--- src/rtl/imm_gen_if.sv ---
// Handshake bundle between decode (producer/consumer side) and the immediate FIFO.
// The slave modport is the imm_gen_pipe side.
interface imm_gen_if #(
  parameter int XLEN = 32,
  parameter int ERRW = 8
);
  logic            in_valid;
  logic            in_ready;
  logic [31:0]     instr;
  logic [2:0]      imm_src;
  logic            out_valid;
  logic            out_ready;
  logic [XLEN-1:0] imm;
  logic            fmt_err;
  logic [ERRW-1:0] err_cnt;

  modport master (
    output in_valid, instr, imm_src, out_ready,
    input  in_ready, out_valid, imm, fmt_err, err_cnt
  );

  modport slave (
    input  in_valid, instr, imm_src, out_ready,
    output in_ready, out_valid, imm, fmt_err, err_cnt
  );
endinterface

--- src/rtl/imm_gen_pipe.sv ---
// RISC-V immediate decoder feeding a DEPTH-entry FIFO with valid/ready on both sides.
// The head entry is held in output registers so imm/fmt_err come straight from flops.
module imm_gen_pipe #(
  parameter int XLEN  = 32,
  parameter int DEPTH = 2,
  parameter int ERRW  = 8
) (
  input logic    clk,
  input logic    rst_n,
  imm_gen_if.slave bus
);
  localparam int AW = (DEPTH > 1) ? $clog2(DEPTH) : 1;
  localparam logic [AW:0] FULL = (AW+1)'(DEPTH);

  logic [XLEN-1:0] mem_imm [DEPTH];
  logic            mem_err [DEPTH];

  logic [AW-1:0]   rd_ptr_reg, rd_ptr_next;
  logic [AW-1:0]   wr_ptr_reg, wr_ptr_next;
  logic [AW:0]     count_reg, count_next;
  logic [XLEN-1:0] imm_reg;
  logic            fmt_err_reg;
  logic [ERRW-1:0] err_cnt_reg;

  logic            push, pop;
  logic [31:0]     raw;
  logic [XLEN-1:0] dec_imm;
  logic            dec_err;

  // 32-bit form of every immediate; shamt and illegal codes leave bit 31 clear.
  always_comb begin
    raw     = '0;
    dec_err = 1'b0;
    case (bus.imm_src)
      3'b000: raw = {{20{bus.instr[31]}}, bus.instr[31:20]};
      3'b001: raw = {{20{bus.instr[31]}}, bus.instr[31:25], bus.instr[11:7]};
      3'b010: raw = {{19{bus.instr[31]}}, bus.instr[31], bus.instr[7],
                     bus.instr[30:25], bus.instr[11:8], 1'b0};
      3'b011: raw = {{11{bus.instr[31]}}, bus.instr[31], bus.instr[19:12],
                     bus.instr[20], bus.instr[30:21], 1'b0};
      3'b100: raw = {bus.instr[31:12], 12'b0};
      3'b101: raw = (XLEN == 64) ? {26'b0, bus.instr[25:20]} : {27'b0, bus.instr[24:20]};
      default: dec_err = 1'b1;
    endcase
  end

  generate
    if (XLEN > 32) begin : g_wide
      assign dec_imm = {{(XLEN-32){raw[31]}}, raw};
    end else begin : g_narrow
      assign dec_imm = raw;
    end
  endgenerate

  assign bus.in_ready  = (count_reg != FULL);
  assign bus.out_valid = (count_reg != '0);
  assign bus.imm       = imm_reg;
  assign bus.fmt_err   = fmt_err_reg;
  assign bus.err_cnt   = err_cnt_reg;

  assign push        = bus.in_valid && bus.in_ready;
  assign pop         = bus.out_valid && bus.out_ready;
  assign rd_ptr_next = pop  ? rd_ptr_reg + 1'b1 : rd_ptr_reg;
  assign wr_ptr_next = push ? wr_ptr_reg + 1'b1 : wr_ptr_reg;
  assign count_next  = count_reg + {{AW{1'b0}}, push} - {{AW{1'b0}}, pop};

  always_ff @(posedge clk) begin
    if (push) begin
      mem_imm[wr_ptr_reg] <= dec_imm;
      mem_err[wr_ptr_reg] <= dec_err;
    end
  end

  always_ff @(posedge clk) begin
    if (!rst_n) begin
      rd_ptr_reg  <= '0;
      wr_ptr_reg  <= '0;
      count_reg   <= '0;
      imm_reg     <= '0;
      fmt_err_reg <= 1'b0;
      err_cnt_reg <= '0;
    end else begin
      rd_ptr_reg <= rd_ptr_next;
      wr_ptr_reg <= wr_ptr_next;
      count_reg  <= count_next;
      // The new head is the entry being written now only when it lands in the head slot.
      if (count_next != '0) begin
        if (push && (rd_ptr_next == wr_ptr_reg)) begin
          imm_reg     <= dec_imm;
          fmt_err_reg <= dec_err;
        end else begin
          imm_reg     <= mem_imm[rd_ptr_next];
          fmt_err_reg <= mem_err[rd_ptr_next];
        end
      end
      if (push && dec_err && (err_cnt_reg != '1)) begin
        err_cnt_reg <= err_cnt_reg + 1'b1;
      end
    end
  end
endmodule

--- src/flat_wrapper.sv ---
// flat-port wrapper written by rule: the top's interface ports become plain ports
module imm_gen_pipe_flat 
#(
  parameter int XLEN  = 32,
  parameter int DEPTH = 2,
  parameter int ERRW  = 8
)
  (clk, rst_n, bus_in_valid, bus_instr, bus_imm_src, bus_out_ready, bus_in_ready, bus_out_valid, bus_imm, bus_fmt_err, bus_err_cnt);
  imm_gen_if #(.XLEN(XLEN), .ERRW(ERRW)) bus_i ();
  input logic clk;
  input logic rst_n;
  input wire logic [$bits(bus_i.in_valid)-1:0] bus_in_valid;
  input wire logic [$bits(bus_i.instr)-1:0] bus_instr;
  input wire logic [$bits(bus_i.imm_src)-1:0] bus_imm_src;
  input wire logic [$bits(bus_i.out_ready)-1:0] bus_out_ready;
  output wire logic [$bits(bus_i.in_ready)-1:0] bus_in_ready;
  output wire logic [$bits(bus_i.out_valid)-1:0] bus_out_valid;
  output wire logic [$bits(bus_i.imm)-1:0] bus_imm;
  output wire logic [$bits(bus_i.fmt_err)-1:0] bus_fmt_err;
  output wire logic [$bits(bus_i.err_cnt)-1:0] bus_err_cnt;
  assign bus_i.in_valid = bus_in_valid;
  assign bus_i.instr = bus_instr;
  assign bus_i.imm_src = bus_imm_src;
  assign bus_i.out_ready = bus_out_ready;
  assign bus_in_ready = bus_i.in_ready;
  assign bus_out_valid = bus_i.out_valid;
  assign bus_imm = bus_i.imm;
  assign bus_fmt_err = bus_i.fmt_err;
  assign bus_err_cnt = bus_i.err_cnt;
  imm_gen_pipe #(.XLEN(XLEN), .DEPTH(DEPTH), .ERRW(ERRW)) u_core (.clk(clk), .rst_n(rst_n), .bus(bus_i));
endmodule
--- config.mk ---
export PLATFORM = sky130hd
export DESIGN_NAME = imm_gen_pipe_flat
export DESIGN_NICKNAME = d
export VERILOG_FILES = /design/src/rtl/imm_gen_if.sv /design/src/rtl/imm_gen_pipe.sv /design/src/flat_wrapper.sv
export SDC_FILE = /design/constraint.sdc
export NUM_CORES = 1
export LEC_CHECK = 0
export CAP_MARGIN = 20
export CORE_ASPECT_RATIO = 1.75
export CORE_MARGIN = 2
export CORE_UTILIZATION = 50
export CTS_BUF_LIST = sky130_fd_sc_hd__clkbuf_4
export CTS_CLUSTER_DIAMETER = 30
export CTS_CLUSTER_SIZE = 25
export DETAILED_ROUTE_END_ITERATION = 10
export HOLD_SLACK_MARGIN = 0.12
export PLACE_DENSITY_LB_ADDON = 0.1
export SETUP_SLACK_MARGIN = 0.4
export SYNTH_ARGS = -nofsm -noshare
export SYNTH_HDL_FRONTEND = slang
export SYNTH_SLANG_ARGS = --single-unit
--- constraint.sdc ---
create_clock -name clk -period 5.8 [get_ports clk]
set_input_delay 0.58 -clock clk [delete_from_list [all_inputs] [get_ports clk]]
set_output_delay 0.58 -clock clk [all_outputs]
set_load 0.05 [all_outputs]
==> Word-level counts from Yosys, hierarchy flattened <==
Memories as Yosys holds them, arrays and structs flattened. A register that Yosys moved wholly into a read port is not among the register bits.
Index checks and enable logic that the tools add are counted.
{ "totals": {"ram_bits": 66, "n_memories": 2, "input_bits": 39, "elab_cells": 33, "out_inout_bits": 43, "reg_bits": 12} }
{ "mem_list": {"columns": ["memory", "words", "width", "rd", "rd_ports_with_merged_regs", "write_ports", "line", "text"], "rows": [
  ["u_core.mem_imm", 2, 32, 1, 1, 1, "imm_gen_pipe.sv:15", "logic [XLEN-1:0] mem_imm [DEPTH];"],
  ["u_core.mem_err", 2, 1, 1, 1, 1, "imm_gen_pipe.sv:16", "logic mem_err [DEPTH];"]
]} }
{ "op_classes": {"n_addsub": 5, "n_reduce_logical": 10, "n_eq_ne": 7, "muxes": 5} }
{ "op_table": {"columns": ["cell", "n"], "rows": [
  ["$pmux 32 s6", 1],
  ["$add 8x1->8 const B", 1],
  ["$ne 8x8->1 const B", 1],
  ["$eq 3x2->1 const B", 2],
  ["$eq 3x3->1 const B", 2],
  ["$reduce_or 6->1", 1],
  ["$logic_and 1x1->1", 4],
  ["$mux 1", 4],
  ["$reduce_bool 2->1", 2],
  ["$eq 3x1->1 const B", 1],
  ["$logic_not 3->1", 1],
  ["$add 1x1->1 const B", 2],
  ["$add 2x1->2", 1],
  ["$logic_not 1->1", 2],
  ["$ne 2x2->1 const B", 1],
  ["$sub 2x1->2", 1]
]} }

==> Logic depth before layout (Yosys ltp) <==
Gate-level depths: netlist of the first run.
{ "depth": {"depth_word": 5, "depth_mapped": 10, "depth_no_buf": 9} }

==> Worst setup path before layout of the first run <==
OpenSTA, ideal clock, no wires.
{ "synth_path": {"path_kind": "reg-to-reg", "start": "reg u_core.count_reg[0]", "end": "mem u_core.mem_err[0], enable pin", "stages_incl_launch_ff": 4, "period_less_slack_ns": 2.921, "arrival_time_ns": 2.497, "slack_ns": 2.879, "required_time_ns": 5.377, "n_path_buf": 0, "setup_time_ns": 0.423, "cell_sequence": "dfxtp_1 > nand2b_1 > nand2_1 > nor2_1"} }
{ "synth_via": {"elab_chain_len": 4} }
{ "synth_rtl": {"columns": ["element", "line", "text"], "rows": [
  ["from (decl)", "imm_gen_pipe.sv:20", "logic [AW:0] count_reg, count_next;"],
  ["from (signal assigned)", "imm_gen_pipe.sv:85", "count_reg <= count_next;"],
  ["$ne 2x2->1", "imm_gen_pipe.sv:55", "assign bus.in_ready = (count_reg != FULL);"],
  ["net bus_in_ready", "flat_wrapper.sv:16", "output wire logic [$bits(bus_i.in_ready)-1:0] bus_in_ready;"],
  ["$logic_and 1x1->1", "imm_gen_pipe.sv:61", "assign push = bus.in_valid && bus.in_ready;"],
  ["$mux 1", "imm_gen_pipe.sv:68", "if (push) begin"],
  ["$mux 1 (not written as such)", "imm_gen_pipe.sv:70", "mem_err[wr_ptr_reg] <= dec_err;"],
  ["to (decl)", "imm_gen_pipe.sv:16", null]
]} }
The timed path passes the listed nets, and every way through them passes these cells.

==> Worst setup path in the final report of the first run <==
{ "layout_path": {"start": "in bus_out_ready", "end": "reg u_core.imm_reg[11], in the netlist u_core.bus.imm[11] (read register of u_core.mem_imm)"} }
{ "layout_via": {"elab_chain_len": 3, "elab_cells_between_ends": 4, "classes_between": "1 x add/sub; 1 x mux; 2 x reduce/logical"} }
{ "layout_rtl": {"columns": ["element", "line", "text"], "rows": [
  ["from (decl)", "flat_wrapper.sv:15", "input wire logic [$bits(bus_i.out_ready)-1:0] bus_out_ready;"],
  ["$logic_and 1x1->1 *", "imm_gen_pipe.sv:62", "assign pop = bus.out_valid && bus.out_ready;"],
  ["$sub 2x1->2", "imm_gen_pipe.sv:65", "assign count_next = count_reg + {{AW{1'b0}}, push} - {{AW{1'b0}}, pop};"],
  ["$reduce_bool 2->1", "imm_gen_pipe.sv:87", "if (count_next != '0) begin"],
  ["to (decl)", "imm_gen_pipe.sv:21", "logic [XLEN-1:0] imm_reg;"]
]} }
Mark *: on every way between the ends. The rest lies on a longest branch, timed or not.
A chain may end at the register's enable or synchronous reset.

==> reports/results.ini, run 1 <==
[die]
dieWidth_um = 80.75
core_mm2 = 0.01018
pin_count = 82
chipHeight_um = 138.3
num_rows = 49
die_area_mm2 = 0.01117
initial_utilization_pct = 50.64

[power_and_ir_drop]
p_int_uw = 1696
p_leak_uw = 0.002142
pwr-share-comb_pct = 50.6
p_clk_share_pct = 12.6
irDropWorstVdd_uv = 290.8
total_power_uw = 3012
p_switching_uw = 1316
powerDensity_mw_per_mm2 = 500.5
power.switching_fraction_pct = 43.70
power_frac_seq_pct = 36.8

[worst_setup_path]
cp_slowest_stage_delay_ps = 510
r2r_cells = 9
path_delay_family = buffers and inverters
critical_path_class = in -> reg
required_ps = 6190
end_kind = register
critPathBufInv = 3
start_kind = input pin
cp_slowest_cell = clkdlybuf4s50_1
endpoint = u_core.bus.imm[11]$_SDFFE_PN0P_
crit_fanout = 32
cp.arrival_ps = 3190
crit_start = bus_out_ready
crit_top_cell = ha_1
reg2reg_to = u_core.bus.imm[11]$_SDFFE_PN0P_
worst-path-stages = 10
timing.rr.start = u_core.count_reg[1]$_SDFF_PN0_
rrSetupSlack_ps = 3150
crit_chain = clkdlybuf4s50_1 > o21a_2 > ha_1 > inv_1 > ha_1 > xor3_2 > nor2_4 > buf_4 > a2111oi_2 > nor4_2

[cts]
clock_sinks = 111
cts_resized = 0
cts_buffers = 9
cts_buffer_depth = 2
post_cts_buffers = 0
clk_latency_ps = 460
htree_levels = 3
hold_buffers = 0
clk_pin_slew_worst_paths_ps = 160
cts_root_buf = clkbuf_4
tritoncts = yes

[drt]
antenna_left = 0
routed_wl_um = 11960
vias = 3625
vias_per_cell = 5.718
route.detailed.drc = 0
dr.pass1.iters = 5
wl_per_cell_um = 18.87
drt_iter0_drc = 223

[synth]
syn_nets = 486
ys_dominant_reg_cell = edfxtp_1
synth_warnings = 0
synth_edf_count = 66
ys_seq_area_share_pct = 55.94
synth_cells = 444
syn-mean-instance-area_um2 = 11.61
netlist_area_mm2 = 0.005154
yosysUniqueCellTypes = 55
synth_seq_cells = 111
synth-async-reset-ratio_pct = 0

[timing]
setup_violations = 0
drv_slew = 0
slew_headroom_pct = 37.20
hold_viol = 0
rsz0062_at_grt = no
worst_slew_pin_slew_ps = 939.0
whs_ps = 488.6
fmax_ghz = 0.3570
finalCritPeriodShare_pct = 48.29
tns_ps = 0
period_minus_slack_ps = 2801
skew_ps = 14.03

[final_layout]
area_growth_pct = 16.78
design_area_mm2 = 0.006018
final_nets = 543
largest_reg_flops = 64
postLayoutCoreUtil_pct = 59.13
final_common_cell = clkdlybuf4s50_1
final_cell_mix = clkdlybuf4s50_1 (74), edfxtp_1 (66), dfxtp_1 (45)
layout-drive-gt1-share_pct = 10.47

[global_route]
grt_pass1_vias = 3736
grt_first_pass_wirelength_um = 18940
overflow = 0
grt_max_degree = 38
grt_usage_pct = 22.28
antenna_found_initial = 1

[min_path]
min_path_type = reg -> reg

[flow_run]
max_cap_viol_count = 0

[run_status]
status = finished, final reports clean

[place]
gp_congestion = 0.7704
hpwl_um = 7672
place_area_mm2 = 0.005883
port_buffers = 74

-- synth_stat cells, types with 2 or more instances --
cell type | instances | area, um2
inv_1 | 16 | 60.06
a21oi_1 | 38 | 190.2
and2_1 | 5 | 31.28
buf_6 | 4 | 45.04
dfxtp_1 | 45 | 900.9
a211oi_1 | 14 | 105.1
mux2i_1 | 17 | 170.2
nor4_2 | 7 | 87.58
ha_1 | 3 | 37.54
a32o_1 | 10 | 100.1
a2111oi_2 | 5 | 75.07
edfxtp_1 | 66 | 1982
clkbuf_1 | 5 | 18.77
buf_1 | 3 | 11.26
o22ai_1 | 8 | 50.05
nor3_1 | 15 | 75.07
nor4_1 | 3 | 18.77
nor2_1 | 35 | 131.4
xnor2_1 | 4 | 35.03
nand2_1 | 17 | 63.81
buf_4 | 6 | 45.04
nor2b_1 | 30 | 187.7
o21ai_0 | 4 | 20.02
and2b_1 | 2 | 15.01
o31ai_1 | 13 | 97.59
a2111oi_0 | 3 | 26.28
xor2_1 | 3 | 26.28
a31o_2 | 2 | 17.52
a2111oi_4 | 3 | 82.58
buf_2 | 14 | 70.07
nand3_1 | 20 | 100.1
-- per-stage QoR --
step | instances | setup WS (ps)
final | 634 | 2999
after global routing | 634 | 2894
after CTS | 633 | 2996
after detailed placement | 617 | 2492
after global placement | 617 | 2587
after floorplan | 444 | 2880
-- cell type report --
type	count	area (um2)
antenna	1	2.502
sequential	111	2883
clock inverter	5	50.05
inverter	16	60.06
tap	127	158.9
fill	887	4159
timing repair buffer	82	800.8
clock buffer	11	82.58
multi-input combinational	281	1981
-- cell families after synthesis --
family / Yosys count / synth area share, %
flops: 111 / 55.94
fa+ha+maj: 3 / 0.7284
simple gates: 146 / 15.88
mux: 19 / 3.811
buf+inv: 52 / 5.899
compound gates: 103 / 15.22
xor+xnor: 10 / 2.525
-- worst min-delay path, stage by stage (launching register included) --
cell	delay (ps)
dfxtp_1	340
nand3_1	60
o31ai_1	60
-- worst min path at each step --
| stage | slack (ps) | endpoint | cells after the start | startpoint |
|---|---|---|---|---|
| global route | 510 | u_core.bus.imm[1]$_SDFFE_PN0P_ | 2 | u_core.bus.imm[1]$_SDFFE_PN0P_ |
| CTS | 490 | u_core.bus.imm[31]$_SDFFE_PN0P_ | 2 | u_core.bus.imm[31]$_SDFFE_PN0P_ |
| finish | 490 | u_core.bus.imm[5]$_SDFFE_PN0P_ | 2 | u_core.bus.imm[5]$_SDFFE_PN0P_ |
| global placement | 460 | u_core.bus.imm[31]$_SDFFE_PN0P_ | 2 | u_core.bus.imm[31]$_SDFFE_PN0P_ |
| floorplan | 530 | u_core.wr_ptr_reg$_SDFFE_PN0P_ | 2 | u_core.wr_ptr_reg$_SDFFE_PN0P_ |
| detailed placement | 460 | u_core.bus.imm[10]$_SDFFE_PN0P_ | 2 | u_core.bus.imm[10]$_SDFFE_PN0P_ |
-- power by group through the flow --
stage,clock network (uW),logic (uW),registers [uW]
floorplan,0,948,1380
global placement,0,1510,1120
detailed placement,0,1540,1130
CTS,387,1550,1110
global route,415,1650,1130
finish,378,1520,1110
-- per-layer routing --
layer	GRT usage [%]	routed length, um	vias to the layer above
li1	-	-	1748
met1	26.73	4823	1755
met2	39.25	6381	108
met3	3.721	553	14
met4	8.207	206	0
met5	0	0	-
(Power assumes the default switching activity.)
==> run 2, diff against run 1 <==
==> constraint.sdc (replaced) <==
create_clock -name clk -period 2.6 [get_ports clk]
set_input_delay 0.26 -clock clk [delete_from_list [all_inputs] [get_ports clk]]
set_output_delay 0.26 -clock clk [all_outputs]
set_load 0.05 [all_outputs]
==> run 2 against run 1 <==
Effect of this change: utilization rose by 4.0 points; final cell count increased by 2.8%; highest routed layer unchanged; hold slack better by 9.4 ps; sequential power rose by 120%; clock skew barely moved; sequential share of layout area decreased by 3.0 points; critical endpoint is now u_core.bus.imm[16]$_SDFFE_PN0P_.
==> reports/results.ini, run 2 (synthesis results as in run 1) <==
[run_status]
status = finished, final reports clean

[final_layout]
largest_reg_flops = 64  ; unchanged
regArea_mm2 = 0.002888  ; +0.17%
stdcell_count = 652  ; +2.8%
n_fill_cell = 855  ; -3.6%
final_cell_mix = clkdlybuf4s50_1 (74), edfxtp_1 (66), dfxtp_1 (43)
layout-drive-gt1-share_pct = 16.22  ; +5.7 points
final_nets = 561  ; +3.3%
final_common_cell = clkdlybuf4s50_1
area_growth_pct = 24.76
multiInputGateArea_mm2 = 0.002069  ; +4.5%

[global_route]
met1_usage_pct = 27.91  ; +1.2 points
use_met3_pct = 3.198  ; -0.52 points
antenna_found_initial = 1  ; unchanged
overflow = 0  ; unchanged
busiest_layer = met2
grt_usage_pct = 22.26  ; -0.025 points
grt_max_degree = 34  ; -11%
grt_first_pass_wirelength_um = 19080  ; +0.73%
use_met2_pct = 39.08  ; -0.18 points
grt_pass1_vias = 3712  ; -0.64%

[worst_setup_path]
critical_path_class = reg -> reg
end_kind = register
crit_start = u_core.count_reg[1]$_SDFF_PN0_
rrSetupSlack_ps = 430  ; -2720 ps
cp.arrival_ps = 2540  ; -650 ps
crit_fanout = 8  ; -75%
required_ps = 2970  ; -3220 ps
reg2reg_to = u_core.bus.imm[16]$_SDFFE_PN0P_
timing.rr.start = u_core.count_reg[1]$_SDFF_PN0_
start_kind = register
r2r_cells = 9  ; unchanged

[drt]
antenna_left = 0  ; unchanged
dr.pass1.iters = 5  ; unchanged
vias_per_cell = 5.755  ; +0.65%
wl_per_cell_um = 19.23  ; +1.9%
vias = 3752  ; +3.5%
routed_wl_um = 12540  ; +4.8%
drt_iter0_drc = 233  ; +4.5%
route.detailed.drc = 0  ; unchanged

[cts]
hold_buffers = 0  ; unchanged
cts_buffer_depth = 2  ; unchanged
clk_pin_slew_worst_paths_ps = 160  ; about the same
tritoncts = yes
clock_sinks = 111  ; unchanged
cts_root_buf = clkbuf_4
clk_latency_ps = 450  ; about the same
htree_levels = 3  ; unchanged
cts_buffers = 9  ; unchanged

[timing]
skew_ps = 13.76  ; -0.2651 ps
period_minus_slack_ps = 2165
rsz0062_at_grt = yes
finalCritPeriodShare_pct = 83.28
worst_slew_pin_slew_ps = 896.2  ; -42.84 ps
tns_ps = 0  ; unchanged
setup_violations = 0  ; unchanged
hold_viol = 0  ; unchanged
fmax_ghz = 0.4619
slew_headroom_pct = 40.19  ; +3.0 points
drv_slew = 0  ; unchanged

[min_path]
whs_path_depth = 2  ; unchanged
min_from = u_core.bus.imm[1]$_SDFFE_PN0P_
min_path_type = reg -> reg
hold_end = u_core.bus.imm[1]$_SDFFE_PN0P_

[die]
core_mm2 = 0.01018  ; unchanged
initial_utilization_pct = 50.64  ; unchanged
die_area_mm2 = 0.01117  ; unchanged
dieWidth_um = 80.75  ; unchanged
pin_count = 82  ; unchanged
chipHeight_um = 138.3  ; unchanged
num_rows = 49  ; unchanged

[place]
port_buffers = 74  ; unchanged
gp_congestion = 0.7643  ; -0.79%
dp_cells = 628  ; +1.8%
hpwl_um = 7976  ; +4.0%

[power_and_ir_drop]
irDropWorstVdd_uv = 855.8  ; +190%
p_leak_uw = 0.002310  ; +7.8%
powerDensity_mw_per_mm2 = 1203  ; +140%

[flow_run]
max_cap_viol_count = 0  ; unchanged

-- run 2: cell count changes in the layout (fill, tap and decap cells not counted), sizes merged --
cell,change
buf,+15
clkbuf,+3
clkinvlp,-1
bufinv,+1
-- run 2: worst max path at each step --
| stage | end | slack [ps] |
|---|---|---|
| 4_1_cts | u_core.bus.imm[24]$_SDFFE_PN0P_ | 410 |
| 3_5_place_dp | u_core.bus.imm[24]$_SDFFE_PN0P_ | 40 |
| 6_report | u_core.bus.imm[16]$_SDFFE_PN0P_ | 430 |
| 2_1_floorplan | u_core.bus.imm[24]$_SDFFE_PN0P_ | 400 |
| 3_3_place_gp | u_core.bus.imm[26]$_SDFFE_PN0P_ | 70 |
| 5_1_grt | u_core.bus.imm[16]$_SDFFE_PN0P_ | 290 |
-- run 2: report_power, final --
| part | internal (uW) | total, uW | switching (uW) |
|---|---|---|---|
| clock | 405 | 917 | 512 |
| sequential | 2300 | 2490 | 194 |
| combinational | 1830 | 4320 | 2490 |
| total | 4530 | 7730 | 3200 |
-- run 2: metal layers --
metal	vias up	part of all wire, %
li1	1785	-
met1	1851	41
met2	106	54
met3	10	4.6
met4	0	1.2
met5	-	0
-- run 2: final cells by class --
type	instances	share of cell area, %
Antenna cell	1	0.03892
Clock buffer	11	1.284
Clock inverter	5	1.129
Inverter	16	0.9340
Multi-Input combinational cell	281	32.19
Sequential cell	111	44.91
Tap cell	127	2.471
Timing Repair Buffer	100	17.05
-- run 2: per-stage QoR --
| stage | hold WS, ps | total power, uW | util (%) | instance area [um2] | setup WS [ps] |
|---|---|---|---|---|---|
| 2_1_floorplan | 477.3 | 5197 | - | 5159 | 400.7 |
| 3_3_place_gp | 468.6 | 6183 | 59.50 | 6056 | 73.59 |
| 3_5_place_dp | 468.5 | 6260 | 59.50 | 6056 | 42.26 |
| 4_1_cts | 497.9 | 7198 | 61.13 | 6221 | 406.3 |
| 5_1_grt | 520.6 | 8147 | 63.18 | 6430 | 288.2 |
| 6_report | 498.0 | 7732 | 63.18 | 6430 | 434.8 |
-- run 2: critical path, stage by stage (launching register included) --
cell,delay [ps]
dfxtp_4,390
o21a_4,220
ha_4,260
inv_2,30
ha_4,140
xor3_2,270
nor2_4,270
clkbuf_16,220
nor3_4,40
nor4_2,250
-- run 2: repair_timing --
action	in CTS	in global routing
buffers inserted	0	3
setup endpoints to repair	15	25
resized for setup	2	21
pin swaps	0	7
hold endpoints to repair	0	0
cloned	0	4
==> run 3, diff against run 2 <==
==> constraint.sdc (replaced) <==
create_clock -name clk -period 2.1 [get_ports clk]
set_input_delay 0.21 -clock clk [delete_from_list [all_inputs] [get_ports clk]]
set_output_delay 0.21 -clock clk [all_outputs]
set_load 0.05 [all_outputs]
==> run 3 against run 2 <==
Effect of this change: non-clock buffer count up 14; critical path depth unchanged; total power up 20%; global-route usage up 0.40 points; clock-buffer cell count down 2; die area unchanged; flip-flop and latch count unchanged; critical path type unchanged.
==> reports/results.ini, run 3 (synthesis results as in run 1) <==
[timing]
fmax_ghz = 0.4863  ; +5.3%
finalCritPeriodShare_pct = 97.91  ; +15 points
skew_ps = 17.24  ; +3.483 ps
rsz0062_at_grt = yes
drv_slew = 0  ; unchanged
hold_viol = 0  ; unchanged
slew_headroom_pct = 54.39  ; +14 points
fin_ws_ps = 43.84  ; -391.0 ps
whs_ps = 464.5  ; -33.54 ps
period_minus_slack_ps = 2056  ; -109.0 ps
setup_violations = 0  ; unchanged
worst_slew_pin_slew_ps = 681.2  ; -215.0 ps

[drt]
wl_per_cell_um = 18.39  ; -4.4%
vias_per_cell = 5.707  ; -0.82%
antenna_left = 0  ; unchanged
routed_wl_um = 12250  ; -2.3%
route.detailed.drc = 0  ; unchanged
drt_iter0_drc = 186  ; -20%
vias = 3801  ; +1.3%
dr.pass1.iters = 4  ; -1

[run_status]
status = finished, final reports clean

[final_layout]
area_growth_pct = 26.61
final_cell_mix = edfxtp_1 (66), dfxtp_1 (41), a21oi_1 (38)
layout-drive-gt1-share_pct = 21.19  ; +5.0 points
final_nets = 575  ; +2.5%
n_fill_cell = 892  ; +4.3%
final_common_cell = edfxtp_1
design_area_mm2 = 0.006525  ; +1.5%
largest_reg_flops = 64  ; unchanged
postLayoutCoreUtil_pct = 64.11  ; +0.93 points

[worst_setup_path]
required_ps = 2470  ; -500 ps
critical_path_class = reg -> reg
start_kind = register
crit_fanout = 13  ; +5
end_kind = register
cp.arrival_ps = 2430  ; -110 ps

[cts]
cts_buffers = 9  ; unchanged
cts_buffer_depth = 2  ; unchanged
clk_latency_ps = 470  ; +20 ps
tritoncts = yes
clock_sinks = 111  ; unchanged
htree_levels = 3  ; unchanged
cts_root_buf = clkbuf_4
clk_pin_slew_worst_paths_ps = 170  ; about the same

[global_route]
grt_pass1_vias = 3836  ; +3.3%
grt_max_degree = 34  ; unchanged
antenna_found_initial = 1  ; unchanged
grt_first_pass_wirelength_um = 19310  ; +1.2%
grt_usage_pct = 22.65  ; +0.40 points
overflow = 0  ; unchanged

[die]
core_mm2 = 0.01018  ; unchanged
die_area_mm2 = 0.01117  ; unchanged
num_rows = 49  ; unchanged
initial_utilization_pct = 50.64  ; unchanged
pin_count = 82  ; unchanged
dieWidth_um = 80.75  ; unchanged
chipHeight_um = 138.3  ; unchanged

[place]
port_buffers = 74  ; unchanged
pre_cts_slack_ps = -285.8  ; -328.1 ps
hpwl_um = 8442  ; +5.9%
place_area_mm2 = 0.006279  ; +3.7%
gp_congestion = 0.7390  ; -3.3%

[flow_run]
max_cap_viol_count = 0  ; unchanged

[power_and_ir_drop]
powerDensity_mw_per_mm2 = 1421  ; +18%
irDropWorstVdd_uv = 849.9  ; -0.70%
total_power_uw = 9273  ; +20%
p_leak_uw = 0.002517  ; +9.0%

[min_path]
min_path_type = in -> reg

-- run 3: cell count changes in the layout (fill, tap and decap cells not counted), sizes merged --
cell / previous run / this run
clkdlybuf4s15: 0 / 3
buf: 23 / 41
clkinvlp: 0 / 2
clkdlybuf4s18: 0 / 1
clkinv: 3 / 1
bufinv: 2 / 1
dlygate4sd2: 0 / 37
clkbuf: 14 / 10
clkdlybuf4s50: 74 / 31
inv: 16 / 19
-- run 3: final timing paths --
| check | start | slack, ps | cells past startpoint | endpoint |
|---|---|---|---|---|
| setup reg to reg | u_core.count_reg[1]$_SDFF_PN0_ | 40 | 9 | u_core.bus.imm[11]$_SDFFE_PN0P_ |
| hold reg to reg | u_core.bus.imm[4]$_SDFFE_PN0P_ | 490 | 2 | u_core.bus.imm[4]$_SDFFE_PN0P_ |
| hold / removal | bus_instr[30] | 460 | 3 | u_core.mem_imm[1][30]$_DFFE_PP_ |
| setup / recovery | u_core.count_reg[1]$_SDFF_PN0_ | 40 | 9 | u_core.bus.imm[11]$_SDFFE_PN0P_ |
-- run 3: layer usage --
metal / part of all wire, % / vias up / routed length [um] / global-route usage, %
met5: 0 / - / 0 / 0
met4: 1.6 / 0 / 196 / 8.831
met3: 4.3 / 12 / 523 / 3.068
met2: 54 / 100 / 6610 / 40.31
met1: 40 / 1873 / 4914 / 27.02
li1: - / 1816 / - / -
-- run 3: report_power, final --
part           internal [uW]  switching, uW
logic                   2050           3060
clock network            374            712
registers               2840            234
-- run 3: cell type report --
class / instances / area (um2) / area share [%]
Antenna cell: 1 / 2.502 / 0.03835
Clock buffer: 9 / 67.56 / 1.035
Clock inverter: 7 / 76.32 / 1.170
Inverter: 16 / 60.06 / 0.9204
Multi-Input combinational cell: 281 / 2145 / 32.87
Sequential cell: 111 / 2888 / 44.26
Tap cell: 127 / 158.9 / 2.435
Timing Repair Buffer: 114 / 1127 / 17.28
-- run 3: critical path: stages, from the launching register on --
cell,delay [ps]
dfxtp_2,360
o21a_4,220
ha_4,260
inv_2,40
ha_4,140
xor3_2,260
nor2_4,180
buf_12,180
a2111oi_2,60
nor4_2,270
-- run 3: metrics by stage --
| step | instances | TNS, ps |
|---|---|---|
| 2_1_floorplan | 444 | 0 |
| 3_3_place_gp | 647 | -7353 |
| 4_1_cts | 664 | 0 |
| 6_report | 666 | 0 |
| 5_1_grt | 666 | -739.7 |
| 3_5_place_dp | 647 | -8174 |
-- run 3: timing repair --
action | in CTS | in global routing
buffers inserted | 1 | 1
endpoints found under the setup margin | 76 | 39
gates resized for setup | 62 | 20
pin swaps | 4 | 4
hold buffers | 0 | 0
